## src/rtl/addr4u_stream_acc_pkg.sv

```systemverilog
// Shared definitions for the addr4u streaming accumulator.
//   state_t      : burst-tracking FSM states (IDLE, BURST, DONE)
//   FIFO_DEPTH   : depth of the per-beat output FIFO
//   SUM_W        : width of one per-beat sum {carry, sum[3:0]}
//   fifo_entry_t : one FIFO slot, the sum plus its mismatch flag
package addr4u_stream_acc_pkg;

    localparam int FIFO_DEPTH = 2;
    localparam int SUM_W      = 5;

    typedef enum logic [1:0] {
        IDLE  = 2'd0,
        BURST = 2'd1,
        DONE  = 2'd2
    } state_t;

    typedef struct packed {
        logic             err;
        logic [SUM_W-1:0] sum;
    } fifo_entry_t;

endpackage

```

## src/rtl/addr4u_core.sv

```systemverilog
// Purely combinational 4-bit unsigned adder.
//   a, b : 4-bit unsigned operands
//   o    : 5-bit result {carry, sum[3:0]}
module addr4u_core
    import addr4u_stream_acc_pkg::*;
(
    input  logic [3:0]       a,
    input  logic [3:0]       b,
    output logic [SUM_W-1:0] o
);

    assign o = {1'b0, a} + {1'b0, b};

endmodule

```

## src/rtl/addr4u_stream_acc.sv

```systemverilog
// Streaming 4-bit adder with a 2-entry per-beat output FIFO and a
// saturating per-burst accumulator.
//   clk, rst            : clock, asynchronous active-high reset
//   in_valid/in_ready   : operand handshake; in_a, in_b operands, in_last ends a burst
//   out_valid/out_ready : per-beat result handshake; out_sum, out_err head entry
//   acc_done            : one-cycle pulse, acc_sum/acc_len hold the last burst total
//   err_sticky          : set by any mismatched beat, cleared only by reset
//   dbg_state           : current burst FSM state
//
// Handshake rule (both ports): a transfer happens on a rising edge where
// valid and ready are both 1. in_ready is a register derived from the FIFO
// occupancy, so it never depends combinationally on out_ready.
module addr4u_stream_acc
    import addr4u_stream_acc_pkg::*;
#(
    parameter int ACC_W = 10,
    parameter int LEN_W = 8
) (
    input  logic             clk,
    input  logic             rst,
    input  logic             in_valid,
    output logic             in_ready,
    input  logic [3:0]       in_a,
    input  logic [3:0]       in_b,
    input  logic             in_last,
    output logic             out_valid,
    input  logic             out_ready,
    output logic [SUM_W-1:0] out_sum,
    output logic             out_err,
    output logic             acc_done,
    output logic [ACC_W-1:0] acc_sum,
    output logic [LEN_W-1:0] acc_len,
    output logic             err_sticky,
    output state_t           dbg_state
);

    // ---------------- adder and self-check ----------------
    logic [SUM_W-1:0] core_sum;
    logic [SUM_W-1:0] ref_sum;
    logic             chk_err;

    addr4u_core u_core (
        .a (in_a),
        .b (in_b),
        .o (core_sum)
    );

    // Independent reference sum; a disagreement flags a faulty core.
    assign ref_sum = {1'b0, in_a} + {1'b0, in_b};
    assign chk_err = (core_sum != ref_sum);

    // ---------------- output FIFO ----------------
    fifo_entry_t mem [FIFO_DEPTH];
    logic        wr_ptr;
    logic        rd_ptr;
    logic [1:0]  count;
    logic [1:0]  count_next;
    logic        in_ready_q;
    logic        push;
    logic        pop;
    fifo_entry_t head;

    assign in_ready  = in_ready_q;
    assign out_valid = (count != 2'd0);
    assign push      = in_valid && in_ready_q;
    assign pop       = out_valid && out_ready;
    assign head      = mem[rd_ptr];
    assign out_sum   = out_valid ? head.sum : '0;
    assign out_err   = out_valid ? head.err : 1'b0;

    always_comb begin
        count_next = count;
        if (push && !pop) begin
            count_next = count + 2'd1;
        end else if (!push && pop) begin
            count_next = count - 2'd1;
        end
    end

    always_ff @(posedge clk or posedge rst) begin
        if (rst) begin
            for (int i = 0; i < FIFO_DEPTH; i++) begin
                mem[i] <= '0;
            end
            wr_ptr     <= 1'b0;
            rd_ptr     <= 1'b0;
            count      <= 2'd0;
            in_ready_q <= 1'b0;
            err_sticky <= 1'b0;
        end else begin
            if (push) begin
                mem[wr_ptr] <= '{err: chk_err, sum: core_sum};
                wr_ptr      <= ~wr_ptr;
            end
            if (pop) begin
                rd_ptr <= ~rd_ptr;
            end
            count <= count_next;
            // Ready for the next cycle is decided from next occupancy only.
            in_ready_q <= (count_next != 2'(FIFO_DEPTH));
            if (push && chk_err) begin
                err_sticky <= 1'b1;
            end
        end
    end

    // ---------------- burst FSM ----------------
    state_t state;
    state_t state_next;

    always_ff @(posedge clk or posedge rst) begin
        if (rst) begin
            state <= IDLE;
        end else begin
            state <= state_next;
        end
    end

    always_comb begin
        state_next = state;
        case (state)
            IDLE: begin
                if (push) state_next = in_last ? DONE : BURST;
            end
            BURST: begin
                if (push && in_last) state_next = DONE;
            end
            DONE: begin
                if (push) state_next = in_last ? DONE : BURST;
                else      state_next = IDLE;
            end
            default: state_next = IDLE;
        endcase
    end

    always_comb begin
        acc_done  = (state == DONE);
        dbg_state = state;
    end

    // ---------------- running accumulator ----------------
    // Only BURST carries a partial total forward; a beat accepted in IDLE
    // or DONE starts a fresh burst, so stale running values are ignored.
    logic [ACC_W-1:0] run_acc;
    logic [LEN_W-1:0] run_len;
    logic [ACC_W-1:0] base_acc;
    logic [LEN_W-1:0] base_len;
    logic [ACC_W:0]   acc_wide;
    logic [ACC_W-1:0] acc_next;
    logic [LEN_W-1:0] len_next;

    always_comb begin
        base_acc = (state == BURST) ? run_acc : '0;
        base_len = (state == BURST) ? run_len : '0;
        acc_wide = {1'b0, base_acc} + {{(ACC_W+1-SUM_W){1'b0}}, core_sum};
        acc_next = acc_wide[ACC_W] ? {ACC_W{1'b1}} : acc_wide[ACC_W-1:0];
        len_next = (base_len == {LEN_W{1'b1}}) ? base_len : base_len + LEN_W'(1);
    end

    always_ff @(posedge clk or posedge rst) begin
        if (rst) begin
            run_acc <= '0;
            run_len <= '0;
            acc_sum <= '0;
            acc_len <= '0;
        end else if (push) begin
            run_acc <= acc_next;
            run_len <= len_next;
            if (in_last) begin
                acc_sum <= acc_next;
                acc_len <= len_next;
            end
        end
    end

endmodule
```

## config.mk

```make
export PLATFORM = sky130hd
export DESIGN_NAME = addr4u_stream_acc
export DESIGN_NICKNAME = d
export VERILOG_FILES = /design/src/rtl/addr4u_stream_acc_pkg.sv /design/src/rtl/addr4u_core.sv /design/src/rtl/addr4u_stream_acc.sv
export SDC_FILE = /design/constraint.sdc
export NUM_CORES = 1
export LEC_CHECK = 0
export BUFFER_PORTS_ARGS = -buffer_cell sky130_fd_sc_hd__buf_2
export CORE_MARGIN = 4
export CORE_UTILIZATION = 46
export CTS_CLUSTER_SIZE = 16
export DETAILED_ROUTE_END_ITERATION = 8
export PLACE_DENSITY = 0.78
export REMOVE_ABC_BUFFERS = 1
export SKIP_LAST_GASP = 1
export SLEW_MARGIN = 20
export SYNTH_ARGS = -nofsm -noshare
export SYNTH_HDL_FRONTEND = slang
export SYNTH_HIERARCHICAL = 1
export SYNTH_SLANG_ARGS = --single-unit
```

## constraint.sdc

```tcl
create_clock -name clk -period 5.2 [get_ports clk]
set_input_delay 1.04 -clock clk [delete_from_list [all_inputs] [get_ports clk]]
set_output_delay 1.04 -clock clk [all_outputs]
set_load 0.01 [all_outputs]
```

==> reports/results.txt <==
crit path buf inv count = 2
Setup Skew = 0.0132 ns
compound-cell area share of the yosys netlist = 15.3%
worst-path fanout max = 9
sequential element share of the synthesized area = 44.0%
mean routed wirelength per cell = 14.9 um
Area contributors post-synth = dfrtp_1 (44%), ha_1 (5.9%), nand2_1 (4.9%), o21ai_0 (3.9%), xnor2_1 (3.6%)
post-synth top area share = 44.0%
initial core utilization = 47.2%
Post-synth ARST share = 100%
Mapped Cells = 334
Synth Warn # = 6
Net Switching = 0.654 mW
drt drc = 0
Leak = 1.69 nW
Hold WC Path Type = reg -> reg
vias in the first global route = 2430
PostCTS Resize Cnt = 0
die area = 8320 um2
number of DRC markers in iteration 0 = 107
CP Capture Type = flop
Total GRT Usage = 16.4%
max-slew violation count = 0
row cnt = 30
most common cell in the netlist = dfrtp_1
Achievable Freq = 293 MHz
cell area power density = 472 nW/um2
Net Sw Frac = 38.9%
hold_buf cts = 0
Synth Flop Type = dfrtp_1
first-pass GRT wire length = 11.3 mm
CP peak stage delay = 0.54 ns
Max clock buf depth = 2
VDD IR-drop max = 0.158 mV
Post-synth top cells = dfrtp_1 (56), nand2_1 (42), nor2_1 (30), o21ai_0 (25), a21oi_1 (21)
nets@finish = 400
clk slew on worst S/H paths = 0.11 ns
mux cell area share after synthesis = 6.71%
launching element type of the critical path = input pin
clk_lat worst skew = 0.32 ns
Die Ht = 91.2 um
initial antenna violation count = 0
area share of and/or/nand/nor cells after synthesis = 17.1%
Gate power share = 41.8%
Slowest cell on crit path = nor3b_2
CTS tree = built
WP data required = 5.44 ns
max-cap violations = 0
Die W = 91.2 um
largest family of logic cells by synthesized area = simple AND/OR/NAND/NOR gates
ANT cells = 0
Avg Inst Size Synth = 9.54 um2
Post-Syn Area = 3190 um2
CTS H-Tree Depth = 2
Slew @ Worst Pin = 0.936 ns
post-synth cell types = 52
Clock power frac = 17.6%
DRT Wirelength = 6.72 mm
most used cell, CP = ha_1
Vias = 2554
drt first pass iters = 4
Int Pwr = 1.03 mW
Placement Cell Area = 3450 um2
Post-synth EDFFs = 0
Yosys top cell by area = dfrtp_1
Sequential Power Share = 40.5%
min cycle time layout = 3.41 ns
largest net degree at the start of global routing = 57
Synth Area in XOR/XNOR = 5.50%
P&R area growth vs syn = 11.8%
Post-Synth Adder-Cell Area = 7.77%
CTS Root Cell = clkbuf_8
CTS Buf Count = 5
Final ANT Viol Nets = 0
I/O Buffers = 42
CTS sink count = 56
Detailed Place HPWL = 4.88 mm
relative slew slack = 37.4%
postcts setup bufs = 0
fin area = 3560 um2
layout cells sized above 1 = 19.7%
placer congestion estimate = 0.845
Critical Path AT = 3.65 ns
RSZ-0062 raised after global routing = false
setup tns final = 0 ns
Ports = 43
Hold Vio Cnt, Final = 0
total gr overflow = 0
critical path cell sequence = buf_2 -> ha_1 -> inv_1 -> fa_1 -> xnor2_1 -> ha_1 -> a211oi_1 -> o21bai_1 -> nor3b_2 -> nor2_1 -> o21ai_0
status = completed
critical path class = in -> reg
Final Setup Violations = 0
vias per cell = 5.68
Yosys reg bits = 56
Worst path top cell family by delay = adder cells
fin crit share = 65.7%
core area = 6760 um2
logic make-up after synthesis:
logic type	after synthesis
AOI/OAI and AO/OA	78
DFF	56
adders and majority gates	18
buffers and inverters	29
xor gates and xnor gates	20
muxes	20
and+or+nand+nor	113
registers in the layout, indices dropped and copies added (netlist names):
signal	flops
wr_ptr	1
acc_sum	10
run_acc	10
mem	12
count	2
acc_len	8
run_len	8
rd_ptr	1
in_ready	1
dbg_state	2
err_sticky	1
area by class of cell:
class                           instances  area (um2)
Clock inverter                          3        47.5
Inverter                               13        48.8
Tap cell                               80         100
Multi-Input combinational cell        249        1670
Fill cell                             590        3190
Timing Repair Buffer                   44         225
Clock buffer                            5        68.8
Sequential cell                        56        1400
power by group through the flow:
stage / registers, mW / clock network, mW / logic [mW]
floorplan: 0.682 / 0 / 0.479
global placement: 0.679 / 0 / 0.684
detailed placement: 0.687 / 0 / 0.707
CTS: 0.679 / 0.300 / 0.709
global route: 0.698 / 0.321 / 0.786
finish: 0.681 / 0.297 / 0.703
path summary, 6_finish.rpt:
check | startpoint | to | slack (ns) | depth (start not counted)
min in group asynchronous | rst | acc_sum[1] | 0.90 | 3
hold / removal | acc_len[3] | acc_len[3] | 0.47 | 2
hold reg to reg | acc_len[3] | acc_len[3] | 0.47 | 2
max in group asynchronous | rst | in_ready | 3.84 | 3
setup reg to reg | dbg_state[0] | run_len[1] | 2.08 | 8
setup / recovery | in_a[0] | acc_sum[2] | 1.79 | 11
through the flow:
step / total power, mW / util (%) / setup slack (ns) / hold WS (ns) / std cells
finish: 1.68 / 52.7 / 1.79 / 0.468 / 450
global route: 1.81 / 52.7 / 1.51 / 0.512 / 450
CTS: 1.69 / 52.7 / 1.78 / 0.475 / 450
detailed placement: 1.39 / 51.0 / 1.41 / 0.452 / 442
global placement: 1.36 / 51.0 / 1.65 / 0.447 / 442
floorplan: 1.16 / - / 1.91 / 0.442 / 318
layout by cell type, fill, tap and decap left out, types with 7 or more instances in the layout:
cell type  netlist  final
ha_1            15     15
mux2i_1          9      9
xor2_1           7      7
o21ai_0         25     25
buf_2            5     42
a21oi_1         21     21
and2_1           8      8
mux2_2          10     10
nand2_1         42     42
xnor2_1         13     13
inv_1           13     12
dfrtp_1         56     56
nor2_1          30     30
metal layers:
metal / share of wire, % / global-route usage (%) / vias to the layer above
met4: 2.0 / 6.91 / 0
met1: 45 / 22.3 / 1239
met3: 4.9 / 2.65 / 12
met5: 0 / 0 / -
met2: 48 / 26.1 / 74
li1: - / - / 1229
worst min-delay path: stages, from the launching register on:
cell and delay, ns:
dfrtp_1 0.35, nand2_1 0.05, nand2_1 0.05
Note: power is estimated with default switching activity, not from simulation.
